### config.mk
export PLATFORM = sky130hd
export DESIGN_NAME = led_scan_driver
export DESIGN_NICKNAME = d
export VERILOG_FILES = /design/src/rtl/led_scan_driver.sv
export SDC_FILE = /design/constraint.sdc
export NUM_CORES = 1
export LEC_CHECK = 0
export CAP_MARGIN = 20
export CORE_MARGIN = 3
export CORE_UTILIZATION = 38
export DETAILED_ROUTE_END_ITERATION = 6
export PLACE_DENSITY = 0.66
export SLEW_MARGIN = 5
export SYNTH_ARGS = -nofsm -noshare
export SYNTH_HDL_FRONTEND = slang
export SYNTH_SLANG_ARGS = --single-unit
### constraint.sdc
create_clock -name clk -period 4.1 [get_ports clk]
set_input_delay 0.615 -clock clk [delete_from_list [all_inputs] [get_ports clk]]
set_output_delay 0.615 -clock clk [all_outputs]
set_load 0.05 [all_outputs]
### src/rtl/led_scan_driver.sv
// Multiplexed 7-segment scan driver with PWM dimming, dead time and frame-synchronous double buffering.
// Optional per-digit blinking is compiled in when LED_SCAN_BLINK_EN is defined.
module led_scan_driver #(
    parameter int unsigned DIGITS          = 8,
    parameter int unsigned TICKS_PER_DIGIT = 20000,
    parameter int unsigned PWM_BITS        = 4,
    parameter int unsigned BLINK_FRAMES    = 64
) (
    input  logic                  clk,
    input  logic                  reset_n,
    input  logic [4*DIGITS-1:0]   value,
    input  logic [DIGITS-1:0]     enable,
    input  logic [DIGITS-1:0]     dp,
    input  logic [DIGITS-1:0]     blink,
    input  logic                  load,
    input  logic [PWM_BITS-1:0]   brightness,
    output logic                  update_pending,
    output logic                  frame_start,
    output logic [7:0]            SSEG_CA,
    output logic [DIGITS-1:0]     SSEG_AN
);

    localparam int unsigned TW = $clog2(TICKS_PER_DIGIT);
    localparam int unsigned IW = (DIGITS > 1) ? $clog2(DIGITS) : 1;
    localparam int unsigned XW = (TW > PWM_BITS) ? TW : PWM_BITS;
    localparam logic [TW-1:0] LAST_TICK  = TW'(TICKS_PER_DIGIT - 1);
    localparam logic [IW-1:0] LAST_DIGIT = IW'(DIGITS - 1);

    logic [TW-1:0]         timer_q;
    logic [IW-1:0]         index_q;
    logic [4*DIGITS-1:0]   pend_value_q, act_value_q;
    logic [DIGITS-1:0]     pend_enable_q, act_enable_q;
    logic [DIGITS-1:0]     pend_dp_q, act_dp_q;

    logic                  slot_end;
    logic                  frame_wrap;
    logic [3:0]            cur_nibble;
    logic [6:0]            glyph;
    logic [XW-1:0]         timer_ext;
    logic                  pwm_on;
    logic                  blanked;
    logic [DIGITS-1:0]     an_next;

    assign slot_end   = (timer_q == LAST_TICK);
    assign frame_wrap = slot_end && (index_q == LAST_DIGIT);

`ifdef LED_SCAN_BLINK_EN
    localparam int unsigned FW = (BLINK_FRAMES > 1) ? $clog2(BLINK_FRAMES) : 1;
    localparam logic [FW-1:0] LAST_FRAME = FW'(BLINK_FRAMES - 1);

    logic [DIGITS-1:0] pend_blink_q, act_blink_q;
    logic [FW-1:0]     frame_cnt_q;
    logic              blink_phase_q;

    always_ff @(posedge clk) begin
        if (!reset_n) begin
            pend_blink_q  <= '0;
            act_blink_q   <= '0;
            frame_cnt_q   <= '0;
            blink_phase_q <= 1'b0;
        end else begin
            if (load) pend_blink_q <= blink;
            if (frame_wrap) begin
                if (update_pending) act_blink_q <= pend_blink_q;
                if (frame_cnt_q == LAST_FRAME) begin
                    frame_cnt_q   <= '0;
                    blink_phase_q <= ~blink_phase_q;
                end else begin
                    frame_cnt_q <= frame_cnt_q + 1'b1;
                end
            end
        end
    end

    assign blanked = act_blink_q[index_q] && blink_phase_q;
`else
    logic unused_blink;
    assign unused_blink = ^{blink, BLINK_FRAMES};
    assign blanked      = 1'b0;
`endif

    always_comb begin
        cur_nibble = act_value_q[{index_q, 2'b00} +: 4];
        // Active-low gfedcba
        unique case (cur_nibble)
            4'h0: glyph = 7'h40;
            4'h1: glyph = 7'h79;
            4'h2: glyph = 7'h24;
            4'h3: glyph = 7'h30;
            4'h4: glyph = 7'h19;
            4'h5: glyph = 7'h12;
            4'h6: glyph = 7'h02;
            4'h7: glyph = 7'h78;
            4'h8: glyph = 7'h00;
            4'h9: glyph = 7'h10;
            4'hA: glyph = 7'h08;
            4'hB: glyph = 7'h03;
            4'hC: glyph = 7'h27;
            4'hD: glyph = 7'h21;
            4'hE: glyph = 7'h06;
            4'hF: glyph = 7'h0E;
            default: glyph = 7'h7F;
        endcase
    end

    always_comb begin
        timer_ext = XW'(timer_q);
        pwm_on    = (timer_ext[PWM_BITS-1:0] < brightness) || (&brightness);
        an_next   = '1;
        // Slot timer 0 is dead time so the previous digit's anode is fully off first
        if ((timer_q != '0) && act_enable_q[index_q] && pwm_on && !blanked) begin
            an_next[index_q] = 1'b0;
        end
    end

    always_ff @(posedge clk) begin
        if (!reset_n) begin
            timer_q        <= '0;
            index_q        <= '0;
            frame_start    <= 1'b0;
            update_pending <= 1'b0;
            pend_value_q   <= '0;
            pend_enable_q  <= '0;
            pend_dp_q      <= '0;
            act_value_q    <= '0;
            act_enable_q   <= '0;
            act_dp_q       <= '0;
            SSEG_CA        <= 8'hFF;
            SSEG_AN        <= '1;
        end else begin
            if (slot_end) begin
                timer_q <= '0;
                index_q <= (index_q == LAST_DIGIT) ? '0 : index_q + 1'b1;
            end else begin
                timer_q <= timer_q + 1'b1;
            end
            frame_start <= frame_wrap;

            // Transfer happens on the wrap edge, so a load seen alongside frame_start waits a frame
            if (frame_wrap && update_pending) begin
                act_value_q  <= pend_value_q;
                act_enable_q <= pend_enable_q;
                act_dp_q     <= pend_dp_q;
            end
            if (load) begin
                pend_value_q   <= value;
                pend_enable_q  <= enable;
                pend_dp_q      <= dp;
                update_pending <= 1'b1;
            end else if (frame_wrap) begin
                update_pending <= 1'b0;
            end

            SSEG_CA <= {~act_dp_q[index_q], glyph};
            SSEG_AN <= an_next;
        end
    end

endmodule

==> impl_metrics.env, run 1 <==
export IMPL_switching_share_pct=20.4
export IMPL_clk_pin_slew_ns=0.05
export IMPL_syn_nets=656
export IMPL_die_h_um=124
export IMPL_period_share_pct=65.4
export IMPL_synth_top_family_by_area="simple AND/OR/NAND/NOR gates"
export IMPL_ys_seq_area_share_pct=49.5
export IMPL_setup_viol=0
export IMPL_cp_max_fo=21
export IMPL_start_kind="flip-flop"
export IMPL_finalMaxSlewViolations=0
export IMPL_dp_cells=803
export IMPL_hpwl_um=8260
export IMPL_insertion_delay_ns=0.42
export IMPL_ant_nets=0
export IMPL_grt_max_degree=50
export IMPL_drv_cap=0
export IMPL_htreeDepth=4
export IMPL_seq_power_share_pct=44.1
export IMPL_avgSynthCellArea_um2=9.18
export IMPL_instances_no_fill=833
export IMPL_r2r_start="index_q[2]"
export IMPL_hold_buffers=0
export IMPL_ys_warn_count=0
export IMPL_power_switching_mw=0.620
export IMPL_vias_per_cell=4.99
export IMPL_area_growth_pct=27.1
export IMPL_die_w_um=124
export IMPL_wl_per_cell_um=14.4
export IMPL_cpPeakStageDelay_ns=0.94
export IMPL_critPathLaunch="index_q[2]"
export IMPL_p_comb_share_pct=5.9
export IMPL_p_per_area_mw_per_mm2=447
export IMPL_cts_buffers=17
export IMPL_synth_cell_types=51
export IMPL_clkPwrFrac_pct=49.9
export IMPL_power_leakage_nw=2.59
export IMPL_required_ns=4.43
export IMPL_muxShareOfSynthArea_pct=14.0
export IMPL_diodes=0
export IMPL_synth_adder_area_share_pct=2.81
export IMPL_initial_utilization_pct=39.5
export IMPL_hold_path_class="flip-flop to flip-flop"
export IMPL_via_count=4156
export IMPL_ys_ff_latch=132
export IMPL_grt_pass1_vias=4185
export IMPL_path_class="flip-flop to flip-flop"
export IMPL_crit_path_cell_trace="nor2_1, a31oi_1, nand2_1, inv_1, ha_1, nand2_1, and3b_1, a31oi_1"
export IMPL_setup_tns_ns=0
export IMPL_skew_ns=0.0113
export IMPL_critPathCapture="SSEG_CA[0]"
export IMPL_slowest_stage="dfxtp_1"
export IMPL_layout_drive_gt1_share_pct=7.76
export IMPL_slew_headroom_pct=36.5
export IMPL_cts_root_buf="clkbuf_16"
export IMPL_multi_input_area_mm2=0.00250
export IMPL_post_cts_setup_buffer_count=0
export IMPL_synthSimpleGateAreaFrac_pct=19.9
export IMPL_synth_edff_count=0
export IMPL_clock_fmax_mhz=373
export IMPL_place_gp_congestion=0.792
export IMPL_grt_pass1_wl_um=20100
export IMPL_finalWirelength_um=12000
export IMPL_final_common_cell="dfxtp_1"
export IMPL_netlist_instances=581
export IMPL_worstMarginPinSlew_ns=0.952
export IMPL_async_reset_ff_share_pct=0
export IMPL_synth_compound_area_share_pct=8.26
export IMPL_p_int_mw=2.41
export IMPL_crit_arrival_ns=3.01
export IMPL_overflow=0
export IMPL_drtPass1Iterations=4
export IMPL_r2r_cells=8
export IMPL_reg2reg_slack_ns=1.42
export IMPL_ir_drop_mv=0.298
export IMPL_synth_flop_cell="dfxtp_1"
export IMPL_fin_nets=721
export IMPL_end_kind="flip-flop"
export IMPL_rsz0062_at_grt="no"
export IMPL_min_period_ns=2.68
export IMPL_dieArea_mm2=0.0155
export IMPL_syn_area_mm2=0.00534
export IMPL_num_rows=42
export IMPL_final_cell_mix="132 x dfxtp_1, 119 x nand2_1, 71 x clkdlybuf4s50_1, 58 x nor2_1, 55 x mux2i_1"
export IMPL_cts_resized=0
export IMPL_drtIter0Drc=285
export IMPL_antenna_found_initial=0
export IMPL_post_synth_xor_area_fraction_pct=1.81
export IMPL_finalHoldViolCount=0
export IMPL_fillerInstances=1213
export IMPL_drc=0
export IMPL_r2r_end="SSEG_CA[0]"
export IMPL_cts_path_max_buffers=2
export IMPL_numPortBuffers=72
export IMPL_core_mm2=0.0135
export IMPL_track_usage_pct=16.0
export IMPL_regArea_mm2=0.00264
export IMPL_io_pins=81
export IMPL_cts_sink_count=132
export IMPL_cts_tree="built"
export IMPL_status="finished clean"
[logic make-up after synthesis]
group / after synthesis
flip-flops: 132
buffers and inverters: 45
AO/OA/AOI/OAI: 77
AND/OR/NAND/NOR: 239
adder cells (fa/ha/maj): 12
multiplexers: 65
XOR/XNOR: 11
[worst min path at each step]
stage	slack, ns	cells after the start	end	startpoint
finish	0.41	1	SSEG_AN[2]	act_enable_q[2]
detailed placement	0.39	1	SSEG_AN[2]	act_enable_q[2]
floorplan	0.37	1	SSEG_AN[0]	act_enable_q[0]
global route	0.44	1	SSEG_AN[0]	act_enable_q[0]
CTS	0.41	1	SSEG_AN[0]	act_enable_q[0]
global placement	0.38	1	SSEG_AN[2]	act_enable_q[2]
[power groups by stage]
stage	Clock (mW)	Sequential, mW	Combinational [mW]
finish	1.52	1.34	0.180
floorplan	0	1.37	0.0869
global placement	0	1.37	0.176
global route	1.60	1.34	0.197
CTS	1.55	1.34	0.182
detailed placement	0	1.37	0.181
[cell usage after synthesis (6+ instances only)]
library cell  count  area (um2)
mux2i_1          55         551
buf_2             7        35.0
a21oi_1          53         265
nand2_1         119         447
buf_1             7        26.3
xor2_1            8        70.1
nor2b_1          13        81.3
clkbuf_1         17        63.8
inv_1             9        33.8
nor2_1           58         218
nand4_1           9        56.3
mux4_2            6         135
ha_1             12         150
nand3_1          14        70.1
dfxtp_1         132        2640
[metrics by stage]
stage               worst slack [ns]  hold WS (ns)  cell area, um2  util, %  total power [mW]
floorplan                       2.07         0.368            5340        -              1.46
global placement                1.40         0.377            6180     45.8              1.54
detailed placement              1.36         0.392            6180     45.8              1.55
CTS                             1.44         0.410            6780     50.2              3.07
global route                    1.24         0.439            6780     50.2              3.14
finish                          1.42         0.410            6780     50.2              3.03
[final cells by class]
class,instances,area share [%]
clock buffer,27,7.86
clock inverter,3,0.959
inverter,10,0.553
multi-input combinational,404,36.9
sequential,132,39.0
tap,176,3.25
timing repair buffer,81,11.5
[layer usage]
metal  global-route usage, %  vias up  wire length (um)
met4                    6.90        0               241
li1                        -     2104                 -
met2                    26.0       97              5800
met1                    19.6     1933              5440
met3                    4.89       22               498
met5                       0        -                 0
[sequential cells by signal, indices dropped and copies added (netlist names)]
register        count
SSEG_AN             8
SSEG_CA             8
act_dp_q            8
act_enable_q        8
act_value_q        32
frame_start         1
index_q             3
pend_dp_q           8
pend_enable_q       8
pend_value_q       32
timer_ext          15
update_pending      1
[critical path, delay by kind of cell, from the launching register on]
| kind | cells | cell delay [ns] |
|---|---|---|
| compound gates | 2 | 0.59 |
| fa+ha+maj | 1 | 0.19 |
| simple gates | 4 | 0.73 |
| buf+inv | 1 | 0.13 |
| flops | 1 | 0.94 |
(Power assumes the default switching activity.)
==> run 2: changes to the inputs <==
Settings changed: PLACE_DENSITY 0.66 to 0.68.
Clock period 4.1 ns to 2.34 ns, I/O delays scaled along.
==> run 2 against run 1 <==
Setup slack worse by 1.2 ns. First-iteration DRC count down 3.9%. Via count up 1.3%. Cell count up 1.3%. Clock power up 76%. Global-route usage down 0.18 points. Hold slack worse by 0.0027 ns. Sequential share of layout area down 0.44 points. Combinational power up 80%. Utilization up 0.68 points. Sequential cell count unchanged. Die area unchanged.
==> impl_metrics.env, run 2 (synthesis results as in run 1) <==
export IMPL_clk_pin_slew_ns=0.05
export IMPL_overflow=0
export IMPL_crit_arrival_ns=2.51
export IMPL_grt_pass1_wl_um=20000
export IMPL_fillerInstances=1271
export IMPL_cts_sink_count=132
export IMPL_clock_fmax_mhz=463
export IMPL_end_kind="flip-flop"
export IMPL_rsz0062_at_grt="no"
export IMPL_path_buf_inv=1
export IMPL_regArea_mm2=0.00265
export IMPL_hpwl_um=8390
export IMPL_cts_buffers=17
export IMPL_slew_headroom_pct=59.9
export IMPL_final_common_cell="dfxtp_1"
export IMPL_setup_viol=0
export IMPL_fin_total_pwr_mw=5.35
export IMPL_finalMaxSlewViolations=0
export IMPL_status="finished clean"
export IMPL_vias_per_cell=4.99
export IMPL_finalHoldViolCount=0
export IMPL_worst_hold_slack_ns=0.407
export IMPL_place_gp_congestion=0.826
export IMPL_pre_cts_ws_ns=0.0478
export IMPL_p_per_area_mw_per_mm2=778
export IMPL_die_w_um=124
export IMPL_grt_max_degree=50
export IMPL_layout_setup_ws_ns=0.182
export IMPL_grt_pass1_vias=4191
export IMPL_finalWirelength_um=12000
export IMPL_wl_per_cell_um=14.2
export IMPL_cp_common_cell="and4_1"
export IMPL_drc=0
export IMPL_hold_path_class="flip-flop to flip-flop"
export IMPL_area_growth_pct=28.8
export IMPL_drtPass1Iterations=4
export IMPL_cts_path_max_buffers=2
export IMPL_ir_drop_mv=0.554
export IMPL_io_pins=81
export IMPL_min_period_ns=2.16
export IMPL_setup_tns_ns=0
export IMPL_fin_nets=731
export IMPL_numPortBuffers=72
export IMPL_antenna_found_initial=0
export IMPL_drv_cap=0
export IMPL_die_h_um=124
export IMPL_cp_max_fo=28
export IMPL_diodes=0
export IMPL_track_usage_pct=15.8
export IMPL_path_class="flip-flop to flip-flop"
export IMPL_layout_drive_gt1_share_pct=9.58
export IMPL_cpPeakStageDelay_ns=0.39
export IMPL_worstMarginPinSlew_ns=0.597
export IMPL_power_leakage_nw=2.65
export IMPL_start_kind="flip-flop"
export IMPL_skew_ns=0.0154
export IMPL_cts_root_buf="clkbuf_16"
export IMPL_ant_nets=0
export IMPL_required_ns=2.69
export IMPL_drtIter0Drc=274
export IMPL_multi_input_area_mm2=0.00250
export IMPL_period_share_pct=92.2
export IMPL_via_count=4210
export IMPL_crit_path_cell_trace="ha_1, and4_1, and4_1, and3_1, buf_4, nand2_1, a21oi_1"
export IMPL_insertion_delay_ns=0.42
export IMPL_num_rows=42
export IMPL_post_cts_setup_buffer_count=0
export IMPL_final_cell_mix="130 x dfxtp_1, 119 x nand2_1, 71 x clkdlybuf4s50_1, 58 x nor2_1, 55 x mux2i_1"
export IMPL_critPathTopFamily="simple AND/OR/NAND/NOR gates"
export IMPL_cts_tree="built"
export IMPL_htreeDepth=4
export IMPL_core_mm2=0.0135
export IMPL_slowest_stage="dfxtp_1"
export IMPL_initial_utilization_pct=39.5
export IMPL_dieArea_mm2=0.0155
## run 2: changes by cell type in the layout (fill, tap and decap cells not counted), sizes merged
| cell | before | now |
|---|---|---|
| buf | 10 | 20 |
| clkbuf | 27 | 22 |
| clkinv | 1 | 6 |
| bufinv | 2 | 3 |
## run 2: power breakdown
group | leakage, nW | switching [mW] | internal (mW)
Sequential | 1.08 | 0.0365 | 2.31
Clock | 0.300 | 0.932 | 1.75
Combinational | 1.28 | 0.148 | 0.176
Total | 2.65 | 1.12 | 4.23
## run 2: final timing paths
path | start | slack, ns | endpoint | cells after the start
setup / recovery | timer_ext[1] | 0.18 | act_value_q[19] | 7
hold reg to reg | act_enable_q[2] | 0.41 | SSEG_AN[2] | 1
setup reg to reg | timer_ext[1] | 0.18 | act_value_q[19] | 7
hold / removal | act_enable_q[2] | 0.41 | SSEG_AN[2] | 1
## run 2: cell type report
type | instances | area share, %
Clock inverter | 9 | 1.86
Clock buffer | 22 | 6.90
Sequential cell | 132 | 38.5
Timing Repair Buffer | 91 | 12.7
Inverter | 10 | 0.546
Tap cell | 176 | 3.20
Multi-Input combinational cell | 404 | 36.3
## run 2: timing repair
item / in CTS / in global routing
resized for setup: 0 / 3
setup endpoints to repair: 0 / 13
hold buffers: 0 / 0
endpoints found under the hold margin: 0 / 0
## run 2: metal layers
layer  global-route usage (%)  routed length [um]  up-vias
met1                     19.3                5480     1975
met2                     26.0                5800       89
met3                     4.63                 495       22
met4                     6.77                 211        0
met5                        0                   0        -
li1                         -                   -     2124
## run 2: per-stage QoR
| stage | util (%) | area [um2] | cells |
|---|---|---|---|
| 2_1_floorplan | - | 5340 | 581 |
| 3_3_place_gp | 46.4 | 6270 | 813 |
| 3_5_place_dp | 46.4 | 6270 | 813 |
| 4_1_cts | 50.9 | 6870 | 844 |
| 5_1_grt | 50.9 | 6870 | 844 |
| 6_report | 50.9 | 6870 | 844 |
==> run 3: changes to the inputs <==
Settings changed: CAP_MARGIN 20 to not set, CORE_UTILIZATION 38 to 48, PLACE_DENSITY 0.68 to 0.81.
==> run 3 against run 2 <==
Clock-buffer cell count down 1. Die area is 20% lower. Register-to-register slack worse by 0.04 ns. Combinational power grew 2%. Final area shrank 2.1%. Largest power group is now registers.
==> impl_metrics.env, run 3 (synthesis results as in run 1) <==
export IMPL_r2r_cells=6
export IMPL_fin_nets=732
export IMPL_grt_use_met1_pct=23.3
export IMPL_numPortBuffers=72
export IMPL_skew_ns=0.00678
export IMPL_layout_drive_gt1_share_pct=9.13
export IMPL_path_class="flip-flop to flip-flop"
export IMPL_cp_max_fo=8
export IMPL_setup_tns_ns=0
export IMPL_setup_viol=0
export IMPL_r2r_start="index_q[0]"
export IMPL_vias_per_cell=5.37
export IMPL_drv_cap=0
export IMPL_multi_input_area_mm2=0.00250
export IMPL_antenna_found_initial=0
export IMPL_finalMaxSlewViolations=0
export IMPL_ir_drop_mv=0.455
export IMPL_wl_per_cell_um=15.1
export IMPL_utilization_pct=63.7
export IMPL_initial_utilization_pct=50.5
export IMPL_place_area_mm2=0.00624
export IMPL_hold_path_end="SSEG_AN[2]"
export IMPL_overflow=0
export IMPL_finalHoldViolCount=0
export IMPL_htreeDepth=4
export IMPL_io_pins=81
export IMPL_via_count=4316
export IMPL_die_w_um=111
export IMPL_grt_pass1_wl_um=20200
export IMPL_grt_pass1_vias=4414
export IMPL_diodes=0
export IMPL_area_growth_pct=26.1
export IMPL_ant_nets=0
export IMPL_holdCritStartpoint="act_enable_q[2]"
export IMPL_r2r_end="SSEG_CA[1]"
export IMPL_min_period_ns=2.20
export IMPL_pre_cts_ws_ns=0.00597
export IMPL_grt_max_degree=50
export IMPL_die_h_um=111
export IMPL_grtUsageMet3_pct=4.95
export IMPL_hold_path_class="flip-flop to flip-flop"
export IMPL_track_usage_pct=19.9
export IMPL_slew_headroom_pct=57.5
export IMPL_drtIter0Drc=269
export IMPL_end_kind="flip-flop"
export IMPL_rsz0062_at_grt="no"
export IMPL_reg2reg_slack_ns=0.14
export IMPL_fillerInstances=839
export IMPL_core_mm2=0.0106
export IMPL_dp_cells=774
export IMPL_final_cell_mix="131 x dfxtp_1, 119 x nand2_1, 71 x clkdlybuf4s50_1, 58 x nor2_1, 55 x mux2i_1"
export IMPL_cts_resized=1
export IMPL_status="finished clean"
export IMPL_hpwl_um=8170
export IMPL_hold_buffers=0
export IMPL_required_ns=2.74
export IMPL_worstMarginPinSlew_ns=0.633
export IMPL_layout_setup_ws_ns=0.141
export IMPL_cts_buffers=17
export IMPL_cts_sink_count=132
export IMPL_clock_fmax_mhz=455
export IMPL_clk_pin_slew_ns=0.06
export IMPL_p_per_area_mw_per_mm2=722
export IMPL_dieArea_mm2=0.0124
export IMPL_met2_usage_pct=33.8
export IMPL_cts_tree="built"
export IMPL_start_kind="flip-flop"
export IMPL_cts_root_buf="clkbuf_8"
export IMPL_crit_arrival_ns=2.60
export IMPL_drc=0
export IMPL_num_rows=37
export IMPL_instances_no_fill=804
export IMPL_power_leakage_nw=2.60
export IMPL_worst_hold_slack_ns=0.396
export IMPL_post_cts_setup_buffer_count=0
export IMPL_grt_busiest_layer="met2"
export IMPL_min_path_cells=1
export IMPL_insertion_delay_ns=0.51
export IMPL_fin_total_pwr_mw=4.86
export IMPL_period_share_pct=94.0
export IMPL_post_route_cell_area_mm2=0.00673
export IMPL_drtPass1Iterations=4
export IMPL_place_gp_congestion=0.817
export IMPL_regArea_mm2=0.00264
export IMPL_cts_path_max_buffers=2
export IMPL_final_common_cell="dfxtp_1"
export IMPL_finalWirelength_um=12200
run 3: report_power, final:
| part | internal [mW] | total (mW) | switching, mW |
|---|---|---|---|
| Clock | 1.28 | 2.18 | 0.901 |
| Sequential | 2.31 | 2.35 | 0.0370 |
| Combinational | 0.178 | 0.329 | 0.151 |
run 3: how the worst max path moves through the flow:
stage                   from         end  slack [ns]  cells past startpoint
2_1_floorplan     index_q[0]  SSEG_CA[1]        0.31                      6
3_3_place_gp   brightness[1]  SSEG_AN[4]        0.04                      8
3_5_place_dp   brightness[1]  SSEG_AN[4]       0.006                      8
4_1_cts           index_q[0]  SSEG_CA[1]        0.14                      6
5_1_grt           index_q[1]  SSEG_CA[0]        0.02                      9
6_report          index_q[0]  SSEG_CA[1]        0.14                      6
run 3: worst max-delay path, stage by stage, from the launching register on:
cell and delay (ns):
dfxtp_2 0.46, buf_4 0.19, mux4_2 0.56, mux2_4 0.34, nor2_2 0.14, a311oi_1 0.07, a311o_1 0.33
run 3: cell type report:
| cell class | instances | area share, % |
|---|---|---|
| Clock buffer | 21 | 6.38 |
| Multi-Input combinational cell | 404 | 37.1 |
| Timing Repair Buffer | 92 | 13.2 |
| Clock inverter | 9 | 0.893 |
| Inverter | 10 | 0.558 |
| Sequential cell | 132 | 39.3 |
| Tap cell | 136 | 2.53 |
run 3: metal layers:
layer  share of wire (%)  routed length (um)
met1                  42                5080
met2                  50                6120
met3                 5.1                 627
met4                 2.9                 353
met5                   0                   0
